===== src/rtl/button_pkg.sv =====
// Shared types and 200 MHz timing constants for the push-button debouncer.
package button_pkg;

    typedef enum logic [1:0] {
        IDLE         = 2'd0,
        PRESS_WAIT   = 2'd1,
        PRESSED      = 2'd2,
        RELEASE_WAIT = 2'd3
    } btn_state_t;

    localparam int DEBOUNCE_10MS_200MHZ = 2_000_000;
    localparam int HOLD_1S_200MHZ       = 200_000_000;
    localparam int REPEAT_500MS_200MHZ  = 100_000_000;

    function automatic int max3(input int a, input int b, input int c);
        int m;
        m = (a > b) ? a : b;
        return (m > c) ? m : c;
    endfunction

endpackage


===== src/rtl/sync_ff.sv =====
// Multi-flop synchronizer for an asynchronous single-bit input; clears to 0 on reset.
module sync_ff #(
    parameter int DEPTH = 2
) (
    input  logic i_clk,
    input  logic i_rst,
    input  logic i_d,
    output logic o_q
);

    logic [DEPTH-1:0] r_chain;

    always_ff @(posedge i_clk) begin
        if (i_rst) begin
            r_chain <= '0;
        end else begin
            r_chain <= {r_chain[DEPTH-2:0], i_d};
        end
    end

    assign o_q = r_chain[DEPTH-1];

endmodule


===== src/rtl/button_debounce.sv =====
// Push-button debouncer with registered level and press/release pulses.
// Optional auto-repeat of btn_press while held: define BUTTON_DEBOUNCE_REPEAT_EN.
module button_debounce
    import button_pkg::*;
#(
    parameter int DEBOUNCE_CYCLES = DEBOUNCE_10MS_200MHZ,
    parameter int SYNC_STAGES     = 2,
    parameter int HOLD_CYCLES     = HOLD_1S_200MHZ,
    parameter int REPEAT_CYCLES   = REPEAT_500MS_200MHZ
) (
    input  logic clk,
    input  logic rst,
    input  logic btn_in,
    output logic btn_level,
    output logic btn_press,
    output logic btn_release
);

    localparam int                CNT_W    = $clog2(max3(DEBOUNCE_CYCLES, HOLD_CYCLES, max3(REPEAT_CYCLES, 2, 2)));
    localparam logic [CNT_W-1:0] CNT_LAST = CNT_W'(DEBOUNCE_CYCLES - 1);

    logic       w_sync_q;
    logic       w_entry;
    logic       w_tick;
    btn_state_t r_state, w_state_next;
    logic [CNT_W-1:0] r_cnt, w_cnt_next;
    logic       r_level, r_press, r_release;

    sync_ff #(.DEPTH(SYNC_STAGES)) u_sync (
        .i_clk (clk),
        .i_rst (rst),
        .i_d   (btn_in),
        .o_q   (w_sync_q)
    );

    always_comb begin
        w_state_next = r_state;
        w_cnt_next   = r_cnt;
        case (r_state)
            IDLE: begin
                if (w_sync_q) begin
                    w_state_next = PRESS_WAIT;
                    w_cnt_next   = '0;
                end
            end
            PRESS_WAIT: begin
                if (!w_sync_q)               w_state_next = IDLE;
                else if (r_cnt == CNT_LAST)  w_state_next = PRESSED;
                else                         w_cnt_next   = r_cnt + 1'b1;
            end
            PRESSED: begin
                if (!w_sync_q) begin
                    w_state_next = RELEASE_WAIT;
                    w_cnt_next   = '0;
                end
            end
            RELEASE_WAIT: begin
                if (w_sync_q)                w_state_next = PRESSED;
                else if (r_cnt == CNT_LAST)  w_state_next = IDLE;
                else                         w_cnt_next   = r_cnt + 1'b1;
            end
            default: w_state_next = IDLE;
        endcase
    end

    assign w_entry = (r_state == PRESS_WAIT) && (w_state_next == PRESSED);

    // Outputs trail the state by one cycle; comparing against the previous
    // level turns state changes into single-cycle pulses.
    always_ff @(posedge clk) begin
        if (rst) begin
            r_state   <= IDLE;
            r_cnt     <= '0;
            r_level   <= 1'b0;
            r_press   <= 1'b0;
            r_release <= 1'b0;
        end else begin
            r_state   <= w_state_next;
            r_cnt     <= w_cnt_next;
            r_level   <= (r_state == PRESSED) || (r_state == RELEASE_WAIT);
            r_press   <= ((r_state == PRESSED) && !r_level) || w_tick;
            r_release <= (r_state == IDLE) && r_level;
        end
    end

`ifdef BUTTON_DEBOUNCE_REPEAT_EN
    localparam int               HOLD_W   = $clog2(HOLD_CYCLES + 1);
    localparam int               REP_W    = $clog2(REPEAT_CYCLES + 1);
    localparam logic [HOLD_W-1:0] HOLD_MAX = HOLD_W'(HOLD_CYCLES);
    localparam logic [REP_W-1:0]  REP_LAST = REP_W'(REPEAT_CYCLES - 1);

    logic [HOLD_W-1:0] r_hold_cnt;
    logic [REP_W-1:0]  r_rep_cnt;

    // hold_cnt parks at HOLD_CYCLES; from then on rep_cnt spaces the ticks.
    always_ff @(posedge clk) begin
        if (rst || w_entry) begin
            r_hold_cnt <= '0;
            r_rep_cnt  <= '0;
        end else if (r_state == PRESSED) begin
            if (r_hold_cnt != HOLD_MAX)   r_hold_cnt <= r_hold_cnt + 1'b1;
            else if (r_rep_cnt == REP_LAST) r_rep_cnt <= '0;
            else                          r_rep_cnt  <= r_rep_cnt + 1'b1;
        end
    end

    assign w_tick = (r_state == PRESSED) && (r_hold_cnt == HOLD_MAX) && (r_rep_cnt == '0);
`else
    assign w_tick = 1'b0;
`endif

    assign btn_level   = r_level;
    assign btn_press   = r_press;
    assign btn_release = r_release;

endmodule

===== config.mk =====
export PLATFORM = sky130hd
export DESIGN_NAME = button_debounce
export DESIGN_NICKNAME = d
export VERILOG_FILES = /design/src/rtl/button_pkg.sv /design/src/rtl/sync_ff.sv /design/src/rtl/button_debounce.sv
export SDC_FILE = /design/constraint.sdc
export NUM_CORES = 1
export LEC_CHECK = 0
export ABC_AREA = 1
export CORE_ASPECT_RATIO = 1.4
export CORE_MARGIN = 2
export CORE_UTILIZATION = 40
export DETAILED_ROUTE_END_ITERATION = 8
export PLACE_DENSITY = 0.66
export SETUP_SLACK_MARGIN = 0.3
export SLEW_MARGIN = 30
export SYNTH_ARGS = -nofsm -noshare
export SYNTH_HDL_FRONTEND = slang
export SYNTH_HIERARCHICAL = 1
export SYNTH_SLANG_ARGS = --single-unit

===== constraint.sdc =====
create_clock -name clk -period 1.5 [get_ports clk]
set_input_delay 0.15 -clock clk [delete_from_list [all_inputs] [get_ports clk]]
set_output_delay 0.15 -clock clk [all_outputs]
set_load 0.05 [all_outputs]

==> flow_summary.ini, run 1 <==
[clock_network]
path_clk_slew_ns = 0.08
numCtsBuffers = 5
clock-sinks = 35
cts_max_level = 2
insertion_delay_ns = 0.30
clock_path_buffers = 2
cts-root-buf = clkbuf_8
cts_tree = built

[hold_path]
hp-class = in -> reg

[flow_run]
maxCapViolations = 0

[finish]
diodes = 0
post-route-util_pct = 59.12
fin_nets = 431
drive_gt1_share_pct = 36.92
area.growth.synth_to_final_pct = 43.42
nFillCells = 515
fin_cells = 496
layout_common_cells = 82 x nand2_1, 55 x buf_4, 45 x inv_1, 42 x nor2_1, 38 x nand3_1
final_common_cell = nand2_1
final_cell_area_um2 = 3219

[detailed_routing]
wl_mm = 7.286
route.detailed.wl_per_inst_um = 14.69
drc = 0
first_iter_violations = 172
num_vias = 2621
via_per_inst = 5.284
drt-pass1-iter-count = 6
ant_nets = 0

[power_and_ir_drop]
vdd_drop_max_mv = 0.7748
clkPwrFrac_pct = 50.9
switchingPower_mw = 0.4352
p_int_mw = 1.618
p_seq_share_pct = 45.4
power_frac_comb_pct = 3.8
pwr_density_cell_nw_per_um2 = 637.6
leakagePower_nw = 1.324
swShare_pct = 21.20

[logic_synthesis]
synth_cells = 363
yosys_warnings = 6
synth.cell_area_um2 = 2245
synthesis.nets = 367
yosysSeqAreaShare_pct = 31.22
yosysUniqueCellTypes = 30
syn_avg_cell_area_um2 = 6.184
ys_seq_elements = 35

[floorplan]
dieArea_um2 = 6235
coreArea_um2 = 5445
io_pins = 6
start_util_pct = 41.22
rows = 32
die_x_um = 67.31
dieHeight_um = 92.64

[sta]
max_slew.worst_pin.slew_ns = 0.3669
max_freq_ghz = 0.6367
fin_worst_skew_ns = 0.004637
whs_ns = 0.3802
rsz0062_at_grt = yes
hold_violations = 0
timing.final.crit_share_pct = 104.7
setup_slack_ns = -0.07059
maxSlewViolCount = 0
period_minus_slack_ns = 1.571
setup_viol = 25
relSlewSlack_pct = 75.52

[setup_path]
worst-path-max-fanout = 7
worst-setup-path-type = reg -> reg
start_kind = flop
cp.required_ns = 1.67
slowest_stage = dfxtp_4
worstPathArrival_ns = 1.74
cp_slowest_stage_delay_ns = 0.37
end_kind = flop
cpMostUsedCell = nor2_4
crit_chain = ha_4 > inv_4 > nor2_4 > nand3_4 > nor2_4 > buf_12 > nor2_4 > buf_6 > nand2_1 > a21oi_1

[grt]
antenna_found_initial = 0
grt_usage_pct = 23.76
grt_max_degree = 23
globalRouteOverflowTotal = 0
grt_pass1_vias = 2456
grt_pass1_wl_mm = 11.14

[placed_design]
gp_congestion = 0.9496
dpl.hpwl_mm = 4.654
placed_cells = 475
placed_area_um2 = 2694
numPortBuffers = 5

[outcome]
violations = negative setup slack
status = complete, but fails checks
path summary, 6_finish.rpt:
path                                startpoint                            to  depth (start not counted)  slack [ns]
setup / recovery         r_cnt[0]$_SDFFE_PP0P_         r_cnt[5]$_SDFFE_PP0P_                         10       -0.07
setup reg to reg         r_cnt[0]$_SDFFE_PP0P_         r_cnt[5]$_SDFFE_PP0P_                         10       -0.07
hold / removal                          btn_in  u_sync/r_chain[0]$_SDFF_PP0_                          3        0.38
hold reg to reg   u_sync/r_chain[0]$_SDFF_PP0_  u_sync/r_chain[1]$_SDFF_PP0_                          2        0.42
cells in the mapped netlist:
library cell   n  area share [%]
dfxtp_1       35              31
o21ai_0        8             1.8
clkbuf_1       2            0.33
nand2_8        1            0.89
inv_2          2            0.33
ha_1           1            0.56
clkbuf_8       1            0.61
nand2_2        1            0.28
buf_12         1            0.89
o21bai_1       1            0.33
buf_6          2             1.0
buf_4          2            0.67
a21oi_1       23             5.1
buf_2          2            0.45
or2_1          1            0.28
buf_8          1            0.67
nor2_1        58             9.7
nor3_1         2            0.45
nand2_1       97              16
nand3_1       48              11
xnor2_1        1            0.39
nor4_1         1            0.28
inv_1         48             8.0
xor2_1         6             2.3
nor2_4         4             2.0
nor2_2         2            0.56
nand4_1        9             2.5
nor3_2         1            0.45
nand3_2        1            0.45
nand2_4        1            0.50
power groups by stage:
| stage | Sequential, mW | Combinational [mW] | Clock [mW] |
|---|---|---|---|
| final | 0.932 | 0.0770 | 1.04 |
| after global routing | 0.932 | 0.0823 | 1.10 |
| after CTS | 0.933 | 0.0705 | 1.05 |
| after detailed placement | 0.955 | 0.0670 | 0 |
| after global placement | 0.955 | 0.0668 | 0 |
| after floorplan | 0.955 | 0.0376 | 0 |
stage by stage:
step	power (mW)	setup WS (ns)	TNS, ns
2_1_floorplan	0.9930	0.1249	0
3_3_place_gp	1.022	-0.1143	-0.9995
3_5_place_dp	1.022	-0.1107	-1.111
4_1_cts	2.057	0.008010	0
5_1_grt	2.110	-0.1603	-3.218
6_report	2.053	-0.07059	-1.079
critical path: cells and delay by family, from the launching register on:
| kind | cells | cell delay (ns) |
|---|---|---|
| AND/OR/NAND/NOR | 5 | 0.55 |
| flip-flops | 1 | 0.37 |
| AO/OA/AOI/OAI | 1 | 0.06 |
| adder cells (fa/ha/maj) | 1 | 0.15 |
| buffers and inverters | 3 | 0.30 |
cell families after synthesis:
group / count (synthesis) / share of synthesized area (%)
and+or+nand+nor: 227 / 45.26
buffers and inverters: 61 / 12.99
DFF: 35 / 31.22
AOI/OAI and AO/OA: 32 / 7.247
xor gates and xnor gates: 7 / 2.731
adders and majority gates: 1 / 0.5573
sequential cells by signal, summed over array words and instances (netlist names), named ones only:
signal	count
btn_release	1
r_cnt	28
btn_press	1
u_sync/r_chain	2
r_state	1
btn_level	1
layer usage:
metal	part of all wire [%]	GRT usage (%)	up-vias
met3	2.9	3.767	30
li1	-	-	1279
met5	0	0	-
met2	53	42.33	74
met4	5.2	10.54	0
met1	38	26.93	1238
final cells by class:
type / instances / area (um2) / share of cell area, %
Sequential cell: 35 / 720.7 / 22.39
Clock inverter: 3 / 67.56 / 2.099
Clock buffer: 5 / 68.82 / 2.138
Timing Repair Buffer: 66 / 578.1 / 17.96
Inverter: 50 / 197.7 / 6.141
Multi-Input combinational cell: 269 / 1501 / 46.64
Tap cell: 68 / 85.08 / 2.643
timing repair:
action,CTS,global route
setup endpoints to repair,30,30
gates cloned,2,1
pin swaps,9,14
hold buffers,0,0
resized for setup,42,45
setup buffers,5,5
Power figures use the tool's default switching activity.
==> inputs of run 2 (changes only) <==
--- a/config.mk
+++ b/config.mk
@@ -6,7 +6,6 @@
 export NUM_CORES = 1
 export LEC_CHECK = 0
 export ABC_AREA = 1
-export CORE_ASPECT_RATIO = 1.4
 export CORE_MARGIN = 2
 export CORE_UTILIZATION = 40
 export DETAILED_ROUTE_END_ITERATION = 8
==> flow_summary.ini, run 2 (synthesized netlist as in run 1, its figures left out) <==
[detailed_routing]
ant_nets = 0
via_per_inst = 5.118
route.detailed.wl_per_inst_um = 13.57
first_iter_violations = 174
wl_mm = 6.678
drc = 0
num_vias = 2518
drt-pass1-iter-count = 5

[setup_path]
end_kind = flop
crit_chain = ha_4 > inv_4 > nor2_4 > nand3_4 > nor2_4 > buf_4 > nand2_1 > nand2_1 > nand2_1 > nand2_1 > a21oi_1
cp_top_family = simple AND/OR/NAND/NOR gates
worstPathArrival_ns = 1.77
cp_num_buf_inv = 2
slowest_stage = dfxtp_4
worst-path-max-fanout = 5
cpMostUsedCell = nand2_1
cp.required_ns = 1.68
worst-setup-path-type = reg -> reg
cp_slowest_stage_delay_ns = 0.38
start_kind = flop

[placed_design]
gp_congestion = 0.8915
dpl.hpwl_mm = 4.318
numPortBuffers = 5

[power_and_ir_drop]
clkPwrFrac_pct = 51.2
power_frac_comb_pct = 3.7
swShare_pct = 21.64
p_int_mw = 1.612
leakagePower_nw = 1.261
p_seq_share_pct = 45.1
switchingPower_mw = 0.4451
pwr_density_cell_nw_per_um2 = 630.5
vdd_drop_max_mv = 0.4496

[floorplan]
rows = 27
die_x_um = 78.91
coreArea_um2 = 5473
dieHeight_um = 78.91
io_pins = 6
dieArea_um2 = 6227
start_util_pct = 41.02

[outcome]
status = complete, but fails checks
violations = negative setup slack

[clock_network]
insertion_delay_ns = 0.30
cts_max_level = 2
numCtsBuffers = 5
clock-sinks = 35
clock_path_buffers = 2
cts-root-buf = clkbuf_8
cts_tree = built
hold_buffers = 0
path_clk_slew_ns = 0.08

[sta]
fin_worst_skew_ns = 0.007128
setup_viol = 28
maxSlewViolCount = 0
relSlewSlack_pct = 69.18
hold_violations = 0
period_minus_slack_ns = 1.592
max_slew.worst_pin.slew_ns = 0.4619
timing.final.crit_share_pct = 106.1
setup_slack_ns = -0.09164
max_freq_ghz = 0.6283
rsz0062_at_grt = yes
whs_ns = 0.3707
setup_tns_ns = -1.494

[finish]
largest-register = r_cnt
post-route-util_pct = 59.60
diodes = 0
final_common_cell = nand2_1
largest_register_ffs = 28
reg_top3 = r_cnt (28), u_sync/r_chain (2)
layout_common_cells = 86 x nand2_1, 49 x buf_4, 46 x inv_1, 44 x nor2_1, 27 x nand3_1
area.growth.synth_to_final_pct = 45.32
fin_nets = 423
drive_gt1_share_pct = 39.05

[grt]
grt_usage_pct = 22.41
globalRouteOverflowTotal = 0
grt_max_degree = 23
grt_pass1_wl_mm = 11.00
antenna_found_initial = 0
grt_pass1_vias = 2377

[flow_run]
maxCapViolations = 0

[hold_path]
hp-class = in -> reg
run 2: cell types whose count changed in the layout (fill, tap and decap cells not counted), sizes merged:
cell,change
inv,+1
clkinv,-1
clkbuf,-1
buf,-7
run 2: path summary, 6_finish.rpt:
path / from / endpoint / slack, ns / cells past startpoint
worst max register to register: r_cnt[0]$_SDFFE_PP0P_ / r_cnt[20]$_SDFFE_PP0P_ / -0.09 / 11
worst min-delay path: btn_in / u_sync/r_chain[0]$_SDFF_PP0_ / 0.37 / 3
worst max-delay path: r_cnt[0]$_SDFFE_PP0P_ / r_cnt[20]$_SDFFE_PP0P_ / -0.09 / 11
worst min register to register: u_sync/r_chain[0]$_SDFF_PP0_ / u_sync/r_chain[1]$_SDFF_PP0_ / 0.40 / 2
run 2: layer usage:
metal	wire length, um	global-route usage [%]	share of wire, %	up-vias
met5	0	0	0	-
met4	187	8.793	2.8	0
met3	375	4.091	5.6	20
met2	3122	36.32	47	75
met1	2992	29.62	45	1161
li1	-	-	-	1262
run 2: layout make-up:
type,instances,area (um2)
inverter,50,192.7
tap,72,90.09
multi-input combinational,269,1622
timing repair buffer,58,496.7
sequential,35,724.4
clock buffer,5,68.82
fill,504,2211
clock inverter,3,67.56
run 2: worst register-to-register path, stage by stage, from the launching register on:
cell and delay (ns):
dfxtp_4 0.38, ha_4 0.15, inv_4 0.04, nor2_4 0.20, nand3_4 0.12, nor2_4 0.20
buf_4 0.14, nand2_1 0.04, nand2_1 0.06, nand2_1 0.04, nand2_1 0.05, a21oi_1 0.05
run 2: power by group through the flow:
stage	combinational, mW	clock [mW]	sequential (mW)
CTS	0.0699	1.07	0.930
detailed placement	0.0620	0	0.955
global route	0.0822	1.10	0.928
global placement	0.0615	0	0.955
floorplan	0.0376	0	0.955
finish	0.0759	1.05	0.928
run 2: metrics by stage:
| step | power [mW] | instances | instance area, um2 | setup slack, ns |
|---|---|---|---|---|
| floorplan | 0.9930 | 363 | 2270 | 0.1249 |
| global placement | 1.017 | 472 | 2659 | -0.09201 |
| detailed placement | 1.017 | 472 | 2659 | -0.1107 |
| CTS | 2.069 | 487 | 3053 | -0.002263 |
| global route | 2.113 | 492 | 3262 | -0.2011 |
| finish | 2.057 | 492 | 3262 | -0.09164 |
run 2: timing repair:
action / in CTS / in global routing
setup endpoints to repair: 30 / 30
setup buffers: 5 / 5
pin swaps: 14 / 28
resized for setup: 64 / 42
cloned: 2 / 0
